**config.mk**
```make
export PLATFORM = sky130hd
export DESIGN_NAME = sd_read_arbiter
export DESIGN_NICKNAME = d
export VERILOG_FILES = /design/src/rtl/sd_pkg.sv /design/src/rtl/rr_arbiter.sv /design/src/rtl/sd_read_arbiter.sv
export SDC_FILE = /design/constraint.sdc
export NUM_CORES = 1
export LEC_CHECK = 0
export CAP_MARGIN = 15
export CORE_UTILIZATION = 50
export DETAILED_ROUTE_END_ITERATION = 12
export PLACE_DENSITY = 0.92
export SLEW_MARGIN = 20
export SYNTH_ARGS = -nofsm -noshare
export SYNTH_HDL_FRONTEND = slang
export SYNTH_SLANG_ARGS = --single-unit
```
**constraint.sdc**
```tcl
create_clock -name clock -period 5.6 [get_ports clock]
set_input_delay 1.12 -clock clock [delete_from_list [all_inputs] [get_ports clock]]
set_output_delay 1.12 -clock clock [all_outputs]
set_load 0.02 [all_outputs]
```
**src/rtl/sd_pkg.sv**
```systemverilog
// Shared definitions for the SD-card read path: arbiter sequencing states, block size
// and SPI-mode command constants used by the SD interface block.
package sd_pkg;

  typedef enum logic [2:0] {
    StWaitInit,
    StArb,
    StIssue,
    StStream,
    StDrain,
    StError
  } state_e;

  localparam int unsigned BlockBytes = 512;

  localparam logic [5:0] CmdGoIdle       = 6'd0;
  localparam logic [5:0] CmdSendIfCond   = 6'd8;
  localparam logic [5:0] CmdSetBlockLen  = 6'd16;
  localparam logic [5:0] CmdReadSingle   = 6'd17;
  localparam logic [7:0] TokenStartBlock = 8'hFE;

endpackage

```
**src/rtl/rr_arbiter.sv**
```systemverilog
// Combinational round-robin pick: first set request at or after the pointer, wrapping.
module rr_arbiter #(
  parameter int unsigned NumReq = 2,
  parameter int unsigned PtrW   = (NumReq > 2) ? 2 : 1
) (
  input  logic [NumReq-1:0] req_i,
  input  logic [PtrW-1:0]   ptr_i,
  output logic [NumReq-1:0] gnt_o
);

  logic found;

  always_comb begin
    gnt_o = '0;
    found = 1'b0;
    // Scan offsets from the pointer outward; the first hit wins.
    for (int unsigned k = 0; k < NumReq; k++) begin
      for (int unsigned i = 0; i < NumReq; i++) begin
        if (!found && req_i[i] && (i == (32'(ptr_i) + k) % NumReq)) begin
          gnt_o[i] = 1'b1;
          found    = 1'b1;
        end
      end
    end
  end

endmodule

```
**src/rtl/sd_read_arbiter.sv**
```systemverilog
// Shares one SD read engine between NUM_REQ sector readers: round-robin grant, one block
// per grant, bytes forwarded with an index, watchdog error if a read stalls.
module sd_read_arbiter
  import sd_pkg::*;
#(
  parameter int unsigned NUM_REQ     = 2,
  parameter int unsigned ADDR_SHIFT  = 9,
  parameter int unsigned TIMEOUT     = 2000000,
  parameter int unsigned BLOCK_BYTES = BlockBytes
) (
  input  logic                  clock,
  input  logic                  reset,
  input  logic [NUM_REQ-1:0]    req,
  input  logic [NUM_REQ*32-1:0] req_sector,
  output logic [NUM_REQ-1:0]    grant,
  output logic                  rd_strobe,
  output logic [7:0]            rd_data,
  output logic [8:0]            rd_index,
  output logic [NUM_REQ-1:0]    done,
  output logic [NUM_REQ-1:0]    err,
  input  logic                  sd_idle,
  input  logic                  sd_byte_ready,
  input  logic                  sd_data_phase,
  input  logic [7:0]            sd_byte,
  output logic                  sd_begin_read,
  output logic [31:0]           sd_addr
);

  localparam int unsigned PtrW = (NUM_REQ > 2) ? 2 : 1;
  localparam int unsigned CntW = $clog2(BLOCK_BYTES);

  state_e             state_q, state_d;
  logic [PtrW-1:0]    ptr_q, ptr_d, owner_next;
  logic [NUM_REQ-1:0] grant_q, grant_d, done_q, done_d, err_q, err_d, rr_gnt;
  logic [31:0]        addr_q, addr_d, tmo_q, tmo_d, sel_sector;
  logic [CntW-1:0]    cnt_q, cnt_d;
  logic [7:0]         data_q, data_d;
  logic [8:0]         index_q, index_d;
  logic               strobe_q, strobe_d, begin_q, begin_d;
  logic               timed_out;

  rr_arbiter #(
    .NumReq (NUM_REQ),
    .PtrW   (PtrW)
  ) u_rr (
    .req_i (req),
    .ptr_i (ptr_q),
    .gnt_o (rr_gnt)
  );

  always_comb begin
    sel_sector = '0;
    owner_next = '0;
    for (int unsigned i = 0; i < NUM_REQ; i++) begin
      if (rr_gnt[i]) sel_sector = req_sector[32*i +: 32];
      if (grant_q[i]) owner_next = (i == NUM_REQ - 1) ? '0 : PtrW'(i + 1);
    end
  end

  assign timed_out = (tmo_q == TIMEOUT - 1);

  always_comb begin
    state_d  = state_q;
    ptr_d    = ptr_q;
    grant_d  = grant_q;
    addr_d   = addr_q;
    tmo_d    = tmo_q;
    cnt_d    = cnt_q;
    data_d   = data_q;
    index_d  = index_q;
    strobe_d = 1'b0;
    begin_d  = 1'b0;
    done_d   = '0;
    err_d    = '0;

    unique case (state_q)
      StWaitInit: if (sd_idle) state_d = StArb;
      StArb: begin
        if (|req) begin
          grant_d = rr_gnt;
          addr_d  = sel_sector << ADDR_SHIFT;
          state_d = StIssue;
        end
      end
      StIssue: begin
        if (sd_idle) begin
          begin_d = 1'b1;
          tmo_d   = '0;
          cnt_d   = '0;
          state_d = StStream;
        end
      end
      StStream, StDrain: begin
        tmo_d = tmo_q + 32'd1;
        // Watchdog has priority over both byte forwarding and completion.
        if (timed_out) begin
          err_d   = grant_q;
          grant_d = '0;
          ptr_d   = owner_next;
          state_d = StError;
        end else if (state_q == StStream) begin
          if (sd_byte_ready && sd_data_phase) begin
            strobe_d = 1'b1;
            data_d   = sd_byte;
            index_d  = 9'(cnt_q);
            cnt_d    = cnt_q + 1'b1;
            if (cnt_q == CntW'(BLOCK_BYTES - 1)) state_d = StDrain;
          end
        end else if (sd_idle) begin
          done_d  = grant_q;
          grant_d = '0;
          ptr_d   = owner_next;
          state_d = StArb;
        end
      end
      StError: if (sd_idle) state_d = StArb;
      default: state_d = StWaitInit;
    endcase
  end

  always_ff @(posedge clock) begin
    if (reset) begin
      state_q  <= StWaitInit;
      ptr_q    <= '0;
      grant_q  <= '0;
      addr_q   <= '0;
      tmo_q    <= '0;
      cnt_q    <= '0;
      data_q   <= '0;
      index_q  <= '0;
      strobe_q <= 1'b0;
      begin_q  <= 1'b0;
      done_q   <= '0;
      err_q    <= '0;
    end else begin
      state_q  <= state_d;
      ptr_q    <= ptr_d;
      grant_q  <= grant_d;
      addr_q   <= addr_d;
      tmo_q    <= tmo_d;
      cnt_q    <= cnt_d;
      data_q   <= data_d;
      index_q  <= index_d;
      strobe_q <= strobe_d;
      begin_q  <= begin_d;
      done_q   <= done_d;
      err_q    <= err_d;
    end
  end

  assign grant         = grant_q;
  assign rd_strobe     = strobe_q;
  assign rd_data       = data_q;
  assign rd_index      = index_q;
  assign done          = done_q;
  assign err           = err_q;
  assign sd_begin_read = begin_q;
  assign sd_addr       = addr_q;

endmodule

```
[Yosys cells after proc, flatten, opt, wreduce, memory -nomap -nowiden]
Cells that the tools add are included.
Operators by class
  add/sub/neg operators: 3
  equal/unequal tests: 17
  multiplexer cells: 35
  bitwise gates (word level): 5
  reductions and logical operators: 31
Operators by type and width (count)
  32-bit logical NOT: 2
  32-bit case mux with 2 select lines: 1
  23-bit 2-to-1 mux: 2
  9-bit 2-to-1 mux: 4
  32-bit by 1-bit adder with 32-bit output, second input constant: 1
  32-bit by 21-bit equality test with 1-bit output, second input constant: 1
  32-bit 2-to-1 mux: 1
  3-bit 2-to-1 mux: 7
  9-bit case mux with 2 select lines: 1
  1-bit 2-to-1 mux: 13
  2-bit inequality test, second input constant: 6
  3-bit case mux with 4 select lines: 1
  4-bit AND reduction: 3
  9-bit by 1-bit adder with 9-bit output, second input constant: 1
  9-bit equality test, second input constant: 1
  1-bit logical AND: 8
  2-bit 2-to-1 mux: 4
  4-bit inequality test, second input constant: 2
  2-bit OR reduction: 4
  3-bit by 2-bit equality test with 1-bit output, second input constant: 2
  3-bit equality test, second input constant: 2
  3-bit inequality test, second input constant: 2
  2-bit nonzero test: 3
  1-bit inverter: 5
  11 further kinds: 14
Word-level totals
  register bits: 93
  bits of input ports: 79
  output and inout bits: 57
  logic and storage cells: 103

[Depth between registers and ports, before layout]
Gate-level depths: netlist of the first run.
  depth after elaboration: 17
  depth in mapped cells: 8
  mapped depth without buffers: 7

[Cells and area by module]
From an unflattened synthesis of the first run, not the netlist that was laid out.
Second synthesis, totals
  cells, all modules: 523
  area, all modules: 4520.6 um2
Modules (own cells, without submodules)
  sd_read_arbiter: times used 1, cells an instance 520, area an instance 4501.8 um2, sequential area each 1861.8 um2
  rr_arbiter: times used 1, cells an instance 3, area an instance 18.8 um2, sequential area each 0.0 um2

[Least setup slack after synthesis of the first run]
No wires, ideal clock.
  path kind: in2reg
  start point: in sd_idle
  end point: reg data_q[0], in the netlist rd_data[0]
  setup time: 0.072 ns
  arrival time: 2.367 ns
  required time: 5.528 ns
  path slack: 3.162 ns
  cell stages on the path: 7
  buffers on the path: 3
  path through: nor2b_1 > o21a_1 > clkbuf_1 > and3_1 > buf_6 > buf_6 > mux2i_1
RTL lines
  start, declared: line sd_read_arbiter.sv:21  | input logic sd_idle,
  end signal, assigned: line sd_read_arbiter.sv:142  | data_q <= data_d;
  end, declared: line sd_read_arbiter.sv:37  | logic [7:0] data_q, data_d;

==> summary.md, run 1 <==
| Metric | Value |
|---|---|
| CTS Buf Count | `9` |
| Setup TNS Final | `0 ps` |
| Largest net degree at the start of global routing | `75` |
| Leak | `around 1.9 nW` |
| CP arrival | `3460 ps` |
| First-pass GRT wire length | `approximately 18,000 um` |
| Wirelength per Cell | `14.4 um` |
| PD cells | `~250 nW/um^2` |
| Total grt overflow | `0` |
| Final cycle utilization of the critical path | `0.565` |
| Max Fclk | `around 0.32 GHz` |
| FILL cells | `between 600 and 700` |
| Cell depth of the worst hold path | `2` |
| Final antenna-violating net count | `0` |
| Pins over their slew limit | `0` |
| Port Buffers | `about 110` |
| EDFF count, synth | `0` |
| Synth top area cells | `dfxtp_1 41%, nand2b_1 5.6%, nor2_1 4.6%` |
| Final clock skew | `between 7 and 8 ps` |
| R2R Path Start | `tmo_q[25]` |
| FFs w/ async S/R, synth | `0` |
| Gate Count Post-Synth | `between 500 and 600` |
| Routed vias/inst | `5.84` |
| DP HPWL | `~7300 um` |
| Top FF cell, synth | `dfxtp_1` |
| Area grow syn2layout | `27.1%` |
| Mapped Avg Cell Area | `roughly 8.5 um^2` |
| Die area | `approximately 9400 um^2` |
| Root Buffer | `clkbuf_8` |
| Drt drc | `0` |
| Setup-failing EPs final | `0` |
| Final Hold Fails | `0` |
| Worst-path clk slew | `around 100 ps` |
| CTS sink cnt | `93` |
| Post_cts resized | `0` |
| Crit-path max FO | `14` |
| Setup slack, reg-to-reg | `between 2000 and 3000 ps` |
| Cell taking the most area after synthesis | `dfxtp_1` |
| Proportion of layout cells with a drive suffix above 1 | `0.0408` |
| DP Cell Count | `a little over 700` |
| Cts hold-fix bufs | `0` |
| CP Capture Type | `flop` |
| Worst flop-to-flop path endpoint | `rd_index[5]` |
| Kind of critical path | `in2reg` |
| CTS Buffer Depth | `2` |
| YS warnings | `0` |
| Vias in the first global route | `roughly 4.0k` |
| Post-layout min period | `3170 ps` |
| Worst skew pair latency | `around 370 ps` |
| Seq/Total Area, Yosys | `0.415` |
| Worst setup SP type | `input pin` |
| Reg2reg path depth | `5` |
| DP Worst Slack | `roughly 2100 ps` |
| Gp weighted congestion | `roughly 0.88` |
| Pwr Total | `between 0.001 and 0.0015 W` |
| Die Y-Extent | `around 97 um` |
| RSZ-0062 raised after global routing | `false` |
| Total wire length | `10,400 um` |
| Max cap viols | `0` |
| H-tree levels | `3` |
| Actual slew at the worst max-slew pin | `between 1000 and 1500 ps` |
| Hold Crit Endpoint | `rd_index[3]` |
| Site row count | `34` |
| Io pins | `approximately 140` |
| Hold_sp | `rd_index[3]` |
| Inserted Diodes | `0` |
| Required time worst endpoint | `about 6000 ps` |
| Die width | `96.8 um` |
| Starting density of the core | `0.515` |
| Total Nets Final | `about 690` |
| Peak supply drop | `0.182 mV` |
| Final worst-path setup slack | `2430 ps` |
| Post-CTS Setup Repair Bufs | `0` |
| Worst hold path type | `reg2reg` |
| Core box area | `approximately 8700 um^2` |
| Post-Syn Area | `4490 um^2` |
| Unique masters post-synth | `46` |
| Proportion of netlist area held by the largest area contributor | `0.415` |
| #FFs+latches synth | `93` |
| Antenna violations before repair | `0` |
| DR iter-0 viols | `301` |
| Status | `finished, final reports clean` |
| Drt first pass iters | `6` |
| GRT Util Overall | `0.223` |
| CTS tree | `yes` |
| DR vias | `roughly 4.2k` |
| Slew HR | `0.313` |
| Layout Cells excl Fill | `720` |
-- layout by cell type, fill, tap and decap left out, types with 7 or more instances in the layout --
cell	count
a211oi_1	24
a21oi_1	23
a22oi_1	24
and3_1	10
clkbuf_8	9
clkdlybuf4s50_1	107
conb_1	9
dfxtp_1	93
mux2i_1	18
nand2_1	22
nand2b_1	40
nand3_1	12
nand4_1	24
nor2_1	55
nor3_1	7
nor4_1	13
o21ai_0	22
or3_1	13
xnor2_1	9
xor2_1	11
-- where the power goes --
| part | switching [W] | internal [W] | total (W) | leakage [nW] |
|---|---|---|---|---|
| Combinational | 0.000161 | 0.000142 | 0.000303 | 1.06 |
| Clock | 0.000254 | 0.000167 | 0.000421 | 0.0829 |
| Sequential | 0.0000293 | 0.000695 | 0.000725 | 0.753 |
-- cell usage after synthesis (2+ instances only) --
master,instances
xor2_1,11
and3_1,10
nand3_1,12
dfxtp_1,93
nor3b_1,2
clkbuf_1,27
inv_1,5
a21boi_1,2
or4_1,5
and4_1,4
o22ai_1,4
nor2b_1,4
nor4_1,13
nor4b_1,3
ha_1,3
buf_4,9
and2_1,3
o21a_1,3
nand4_1,24
nor2_1,55
nand2b_1,40
o21ai_0,22
buf_1,2
nor3_1,7
a221oi_1,2
nand2_1,22
nor4bb_1,2
o211ai_1,2
a21oi_1,23
buf_6,2
o31ai_1,4
or3_1,13
a22oi_1,24
mux2i_1,18
xnor2_1,9
a21o_1,2
buf_2,8
a211oi_1,24
-- logic make-up after synthesis --
logic type                 after synthesis  synth area share
and+or+nand+nor                        220             0.267
AOI/OAI and AO/OA                      117             0.170
DFF                                     93             0.415
buffers and inverters                   53            0.0574
xor gates and xnor gates                20            0.0390
muxes                                   19            0.0426
adders and majority gates                3           0.00836
other                                    1          0.000835
-- state kept, by name, indices dropped and copies added (netlist names), 2 cells and up --
signal,count
done,2
state_q,3
sd_addr,23
rd_index,9
grant,2
err,2
rd_data,8
tmo_q,32
cnt_q,9
-- metal layers --
metal,vias to the layer above,share of wire,GRT usage
li1,2052,-,-
met2,205,0.49,0.390
met5,-,0,0
met3,27,0.086,0.0788
met4,0,0.018,0.0769
met1,1924,0.40,0.251
-- per-stage QoR --
stage               hold WS [ps]  cell area, um^2  utilization
finish                       479             5700        0.654
detailed placement           462             5520        0.633
CTS                          482             5700        0.654
floorplan                    462             4520            -
global placement             458             5520        0.633
global route                 507             5700        0.654
-- how the worst max path moves through the flow --
stage | from | end | slack [ps] | depth (start not counted)
floorplan | sd_idle | rd_data[0] | 3160 | 7
global placement | sd_idle | rd_data[2] | 2140 | 5
detailed placement | sd_idle | rd_index[5] | 2070 | 5
CTS | sd_idle | rd_index[5] | 2450 | 5
global route | sd_idle | rd_data[5] | 2240 | 5
finish | sd_idle | rd_index[5] | 2430 | 5
-- worst max-delay path, cell delays in order --
cell and delay, ps:
clkdlybuf4s50_1 600, nor2b_1 340, o21a_1 350, and3_1 780
mux2i_1 270
-- layout make-up --
cell class                      instances  area (um^2)  share of cell area
Clock buffer                            9          124              0.0217
Clock inverter                          7         57.6              0.0101
Tap cell                              108          135              0.0237
Sequential cell                        93         1860               0.326
Timing Repair Buffer                  110         1090               0.192
Inverter                                5         18.8             0.00329
Multi-Input combinational cell        388         2410               0.423
Power figures use the tool's default switching activity.
==> inputs of run 2 (changes only) <==
--- a/config.mk
+++ b/config.mk
@@ -6,9 +6,9 @@
 export NUM_CORES = 1
 export LEC_CHECK = 0
 export CAP_MARGIN = 15
-export CORE_UTILIZATION = 50
+export CORE_UTILIZATION = 43
 export DETAILED_ROUTE_END_ITERATION = 12
-export PLACE_DENSITY = 0.92
+export PLACE_DENSITY = 0.85
 export SLEW_MARGIN = 20
 export SYNTH_ARGS = -nofsm -noshare
 export SYNTH_HDL_FRONTEND = slang
==> constraint.sdc (replaced) <==
create_clock -name clock -period 2.7 [get_ports clock]
set_input_delay 0.54 -clock clock [delete_from_list [all_inputs] [get_ports clock]]
set_output_delay 0.54 -clock clock [all_outputs]
set_load 0.02 [all_outputs]
==> summary.md, run 2 (same netlist as run 1, synthesis figures left out) <==
| Metric | Value |
|---|---|
| Slew HR | `0.653` |
| Total grt overflow | `0` |
| Starting density of the core | `0.451` |
| CTS tree | `yes` |
| Largest net degree at the start of global routing | `48` |
| Setup TNS Final | `0 ps` |
| DR iter-0 viols | `around 260` |
| Final cycle utilization of the critical path | `0.838` |
| Core Util, Final | `0.588` |
| Status | `finished, final reports clean` |
| Inserted Diodes | `0` |
| Die width | `104 um` |
| Post-layout min period | `2260 ps` |
| Final antenna-violating net count | `0` |
| Gp weighted congestion | `around 0.88` |
| RSZ-0062 raised after global routing | `false` |
| DP Worst Slack | `between 100 and 150 ps` |
| Wirelength per Cell | `15.0 um` |
| Pins over their slew limit | `0` |
| PD cells | `around 530 nW/um^2` |
| Commonest non-fill, non-tap cell in the layout | `clkdlybuf4s50_1` |
| Total wire length | `between 10,000 and 15,000 um` |
| Placed Area | `between 5000 and 6000 um^2` |
| Io pins | `approximately 140` |
| Root Buffer | `clkbuf_8` |
| CP Capture Type | `flop` |
| Max cap viols | `0` |
| Total Nets Final | `701` |
| Setup-failing EPs final | `0` |
| Final Hold Fails | `0` |
| Peak supply drop | `~0.29 mV` |
| First-pass GRT wire length | `19,000 um` |
| Max Fclk | `0.442 GHz` |
| DP HPWL | `between 8000 and 9000 um` |
| Post_cts resized | `0` |
| Cts hold-fix bufs | `0` |
| Leak | `around 2.0 nW` |
| Routed vias/inst | `5.63` |
| Final Cell Area | `a little under 6000 um^2` |
| Proportion of layout cells with a drive suffix above 1 | `0.0561` |
| Required time worst endpoint | `approximately 3000 ps` |
| Worst-path clk slew | `approximately 90 ps` |
| Final clock skew | `~13 ps` |
| Number of flip-flops under the largest register name | `32` |
| Vias in the first global route | `4,037` |
| Die Y-Extent | `around 100 um` |
| CTS Buffer Depth | `2` |
| DR vias | `around 4.3k` |
| H-tree levels | `3` |
| Drt drc | `0` |
| Post-CTS Setup Repair Bufs | `0` |
| Worst skew pair latency | `between 300 and 400 ps` |
| Commonest cells after routing, fill and taps aside | `107 x clkdlybuf4s50_1, 93 x dfxtp_1, 55 x nor2_1` |
| Final worst-path setup slack | `436 ps` |
| CP arrival | `between 2000 and 3000 ps` |
| Worst hold path type | `reg2reg` |
| Site row count | `36` |
| Pwr Total | `around 0.0031 W` |
| Drt first pass iters | `6` |
| CTS sink cnt | `93` |
| Crit-path max FO | `14` |
| Actual slew at the worst max-slew pin | `520 ps` |
| Largest register by flop count | `tmo_q` |
| Area grow syn2layout | `30.4%` |
| Die area | `10,900 um^2` |
| CTS Buf Count | `9` |
| Antenna violations before repair | `0` |
| GRT Util Overall | `0.212` |
| Worst setup SP type | `flop` |
| Core box area | `9950 um^2` |
| Kind of critical path | `reg2reg` |
| Port Buffers | `approximately 110` |
## run 2: final timing paths
| path | from | endpoint | slack (ps) | depth (start not counted) |
|---|---|---|---|---|
| setup / recovery | state_q[1] | rd_index[2] | 440 | 6 |
| hold / removal | rd_index[7] | rd_index[7] | 480 | 2 |
| setup reg to reg | state_q[1] | rd_index[2] | 440 | 6 |
| hold reg to reg | rd_index[7] | rd_index[7] | 480 | 2 |
## run 2: stage by stage
step / hold WS, ps / std cells
finish: 476 / 757
global placement: 457 / 741
CTS: 481 / 757
global route: 495 / 757
floorplan: 462 / 534
detailed placement: 461 / 741
## run 2: area by class of cell
cell class	count	area [um^2]
sequential	93	1860
multi-input combinational	388	2410
timing repair buffer	122	1190
fill	823	4100
clock buffer	10	128
inverter	5	18.8
clock inverter	6	72.6
tap	133	166
## run 2: layer usage
metal | vias to the layer above | share of wire | track usage
met1 | 2001 | 0.43 | 0.249
met3 | 25 | 0.058 | 0.0558
met5 | - | 0 | 0
met4 | 0 | 0.023 | 0.0796
li1 | 2088 | - | -
met2 | 148 | 0.49 | 0.370
## run 2: worst max-delay path: stages, from the launching register on
cell and delay, ps:
dfxtp_1 550, nor2b_1 440, nand2_1 180, o21ai_1 320, and3_1 310, buf_12 180
mux2i_1 220
## run 2: power by group
group	total (W)	switching (W)	internal, W	leakage (nW)
clock network	0.000957	0.000519	0.000438	0.102
registers	0.00149	0.0000486	0.00144	0.753
logic	0.000664	0.000359	0.000306	1.12
==> inputs of run 3 (changes only) <==
--- a/config.mk
+++ b/config.mk
@@ -6,9 +6,9 @@
 export NUM_CORES = 1
 export LEC_CHECK = 0
 export CAP_MARGIN = 15
-export CORE_UTILIZATION = 43
+export CORE_UTILIZATION = 47
 export DETAILED_ROUTE_END_ITERATION = 12
-export PLACE_DENSITY = 0.85
+export PLACE_DENSITY = 0.88
 export SLEW_MARGIN = 20
 export SYNTH_ARGS = -nofsm -noshare
 export SYNTH_HDL_FRONTEND = slang
==> constraint.sdc (replaced) <==
create_clock -name clock -period 2.2 [get_ports clock]
set_input_delay 0.44 -clock clock [delete_from_list [all_inputs] [get_ports clock]]
set_output_delay 0.44 -clock clock [all_outputs]
set_load 0.02 [all_outputs]
==> summary.md, run 3 (same netlist as run 1, synthesis figures left out) <==
| Metric | Value |
|---|---|
| Drt drc | `0` |
| GRT Util Overall | `0.231` |
| Final cycle utilization of the critical path | `0.958` |
| RSZ-0062 raised after global routing | `false` |
| Inserted Diodes | `0` |
| Placed Area | `around 5800 um^2` |
| Commonest cells after routing, fill and taps aside | `107 x clkdlybuf4s50_1, 93 x dfxtp_1, 55 x nor2_1` |
| Final Cell Area | `between 6000 and 7000 um^2` |
| Number of flip-flops under the largest register name | `32` |
| Post_cts resized | `0` |
| PD cells | `631 nW/um^2` |
| Area occupied by registers | `1860 um^2` |
| Largest net degree at the start of global routing | `47` |
| Internal cell power | `approximately 0.0026 W` |
| Site row count | `35` |
| FILL cells | `between 700 and 800` |
| Pins over their slew limit | `0` |
| Final antenna-violating net count | `0` |
| Leak | `a little over 2 nW` |
| Total Nets Final | `around 700` |
| Status | `finished, final reports clean` |
| Vias in the first global route | `4,185` |
| Worst skew pair latency | `360 ps` |
| CTS tree | `yes` |
| Core box area | `9240 um^2` |
| Final Hold Fails | `0` |
| Kind of critical path | `reg2reg` |
| Reg power frac | `0.482` |
| Worst hold path type | `in2reg` |
| Cts hold-fix bufs | `0` |
| Psw | `approximately 0.0012 W` |
| Switching part of the total power | `0.309` |
| Routed vias/inst | `5.74` |
| Final clock skew | `slightly below 10 ps` |
| First-pass GRT wire length | `18,700 um` |
| H-tree levels | `3` |
| Die width | `approximately 100 um` |
| Wirelength per Cell | `approximately 15 um` |
| CP Capture Type | `flop` |
| Worst-path clk slew | `roughly 100 ps` |
| Die area | `about 10000 um^2` |
| Combinational fraction of design power | `0.227` |
| Worst hold slack | `around 430 ps` |
| CP arrival | `approximately 2400 ps` |
| Peak supply drop | `around 0.43 mV` |
| Drt first pass iters | `5` |
| Root Buffer | `clkbuf_8` |
| Clock power frac | `0.291` |
| Setup-failing EPs final | `0` |
| DR vias | `4,418` |
| Reg2reg path depth | `6` |
| Commonest non-fill, non-tap cell in the layout | `clkdlybuf4s50_1` |
| Io pins | `about 140` |
| Area grow syn2layout | `34.0%` |
| Cell depth of the worst hold path | `2` |
| Worst setup SP type | `flop` |
| Starting density of the core | `0.486` |
| Antenna violations before repair | `0` |
| CTS Buffer Depth | `2` |
| Total grt overflow | `0` |
| Largest register by flop count | `tmo_q` |
| Multi-input gate area | `about 2400 um^2` |
| CTS Buf Count | `9` |
| Required time worst endpoint | `approximately 2500 ps` |
| Proportion of layout cells with a drive suffix above 1 | `0.0889` |
| Post-layout min period | `approximately 2100 ps` |
| Post-CTS Setup Repair Bufs | `0` |
| Crit-path max FO | `4` |
| DR iter-0 viols | `~430` |
| Max Fclk | `between 0.4 and 0.5 GHz` |
| Port Buffers | `about 110` |
| CTS sink cnt | `93` |
| Gp weighted congestion | `~0.90` |
| DP HPWL | `roughly 8300 um` |
| Die Y-Extent | `99.7 um` |
| Total wire length | `11,600 um` |
| Max cap viols | `0` |
==> run 3: metrics by stage <==
stage | util | std cells | setup slack [ps] | TNS, ps | total power, W
final | 0.651 | 770 | 92.4 | 0 | 0.00380
after global placement | 0.628 | 754 | 52.9 | 0 | 0.00268
after global routing | 0.651 | 770 | 33.9 | 0 | 0.00395
after CTS | 0.649 | 770 | 18.3 | 0 | 0.00381
after floorplan | - | 534 | 300 | 0 | 0.00233
after detailed placement | 0.628 | 754 | -48.1 | -105 | 0.00272
==> run 3: path summary, 6_finish.rpt <==
path                     from          end  slack [ps]
setup / recovery    tmo_q[31]   state_q[0]          90
hold / removal          reset     tmo_q[1]         430
setup reg to reg    tmo_q[31]   state_q[0]          90
hold reg to reg   rd_index[5]  rd_index[5]         480
==> run 3: power by group through the flow <==
stage	Sequential [W]	Clock [W]	Combinational (W)
finish	0.00183	0.00111	0.000860
global route	0.00184	0.00119	0.000926
CTS	0.00183	0.00113	0.000852
detailed placement	0.00187	0	0.000849
global placement	0.00186	0	0.000817
floorplan	0.00195	0	0.000378
==> run 3: routing by layer <==
metal	vias up	GRT usage	wire length, um
li1	2123	-	-
met1	2090	0.268	4700
met2	182	0.410	5910
met3	23	0.0408	697
met4	0	0.113	252
met5	-	0	0
==> run 3: final cells by class <==
| class | instances | area share |
|---|---|---|
| timing repair buffer | 139 | 0.226 |
| sequential | 93 | 0.309 |
| tap | 129 | 0.0268 |
| multi-input combinational | 388 | 0.403 |
| inverter | 5 | 0.00312 |
| clock inverter | 7 | 0.0108 |
| clock buffer | 9 | 0.0206 |
==> run 3: worst max-delay path, cell delays in order, from the launching register on <==
cell and delay (ps):
dfxtp_1 350, or4_1 550, nor4_2 330, nand3_2 190, buf_4 200, mux2i_1 160
a221oi_2 260
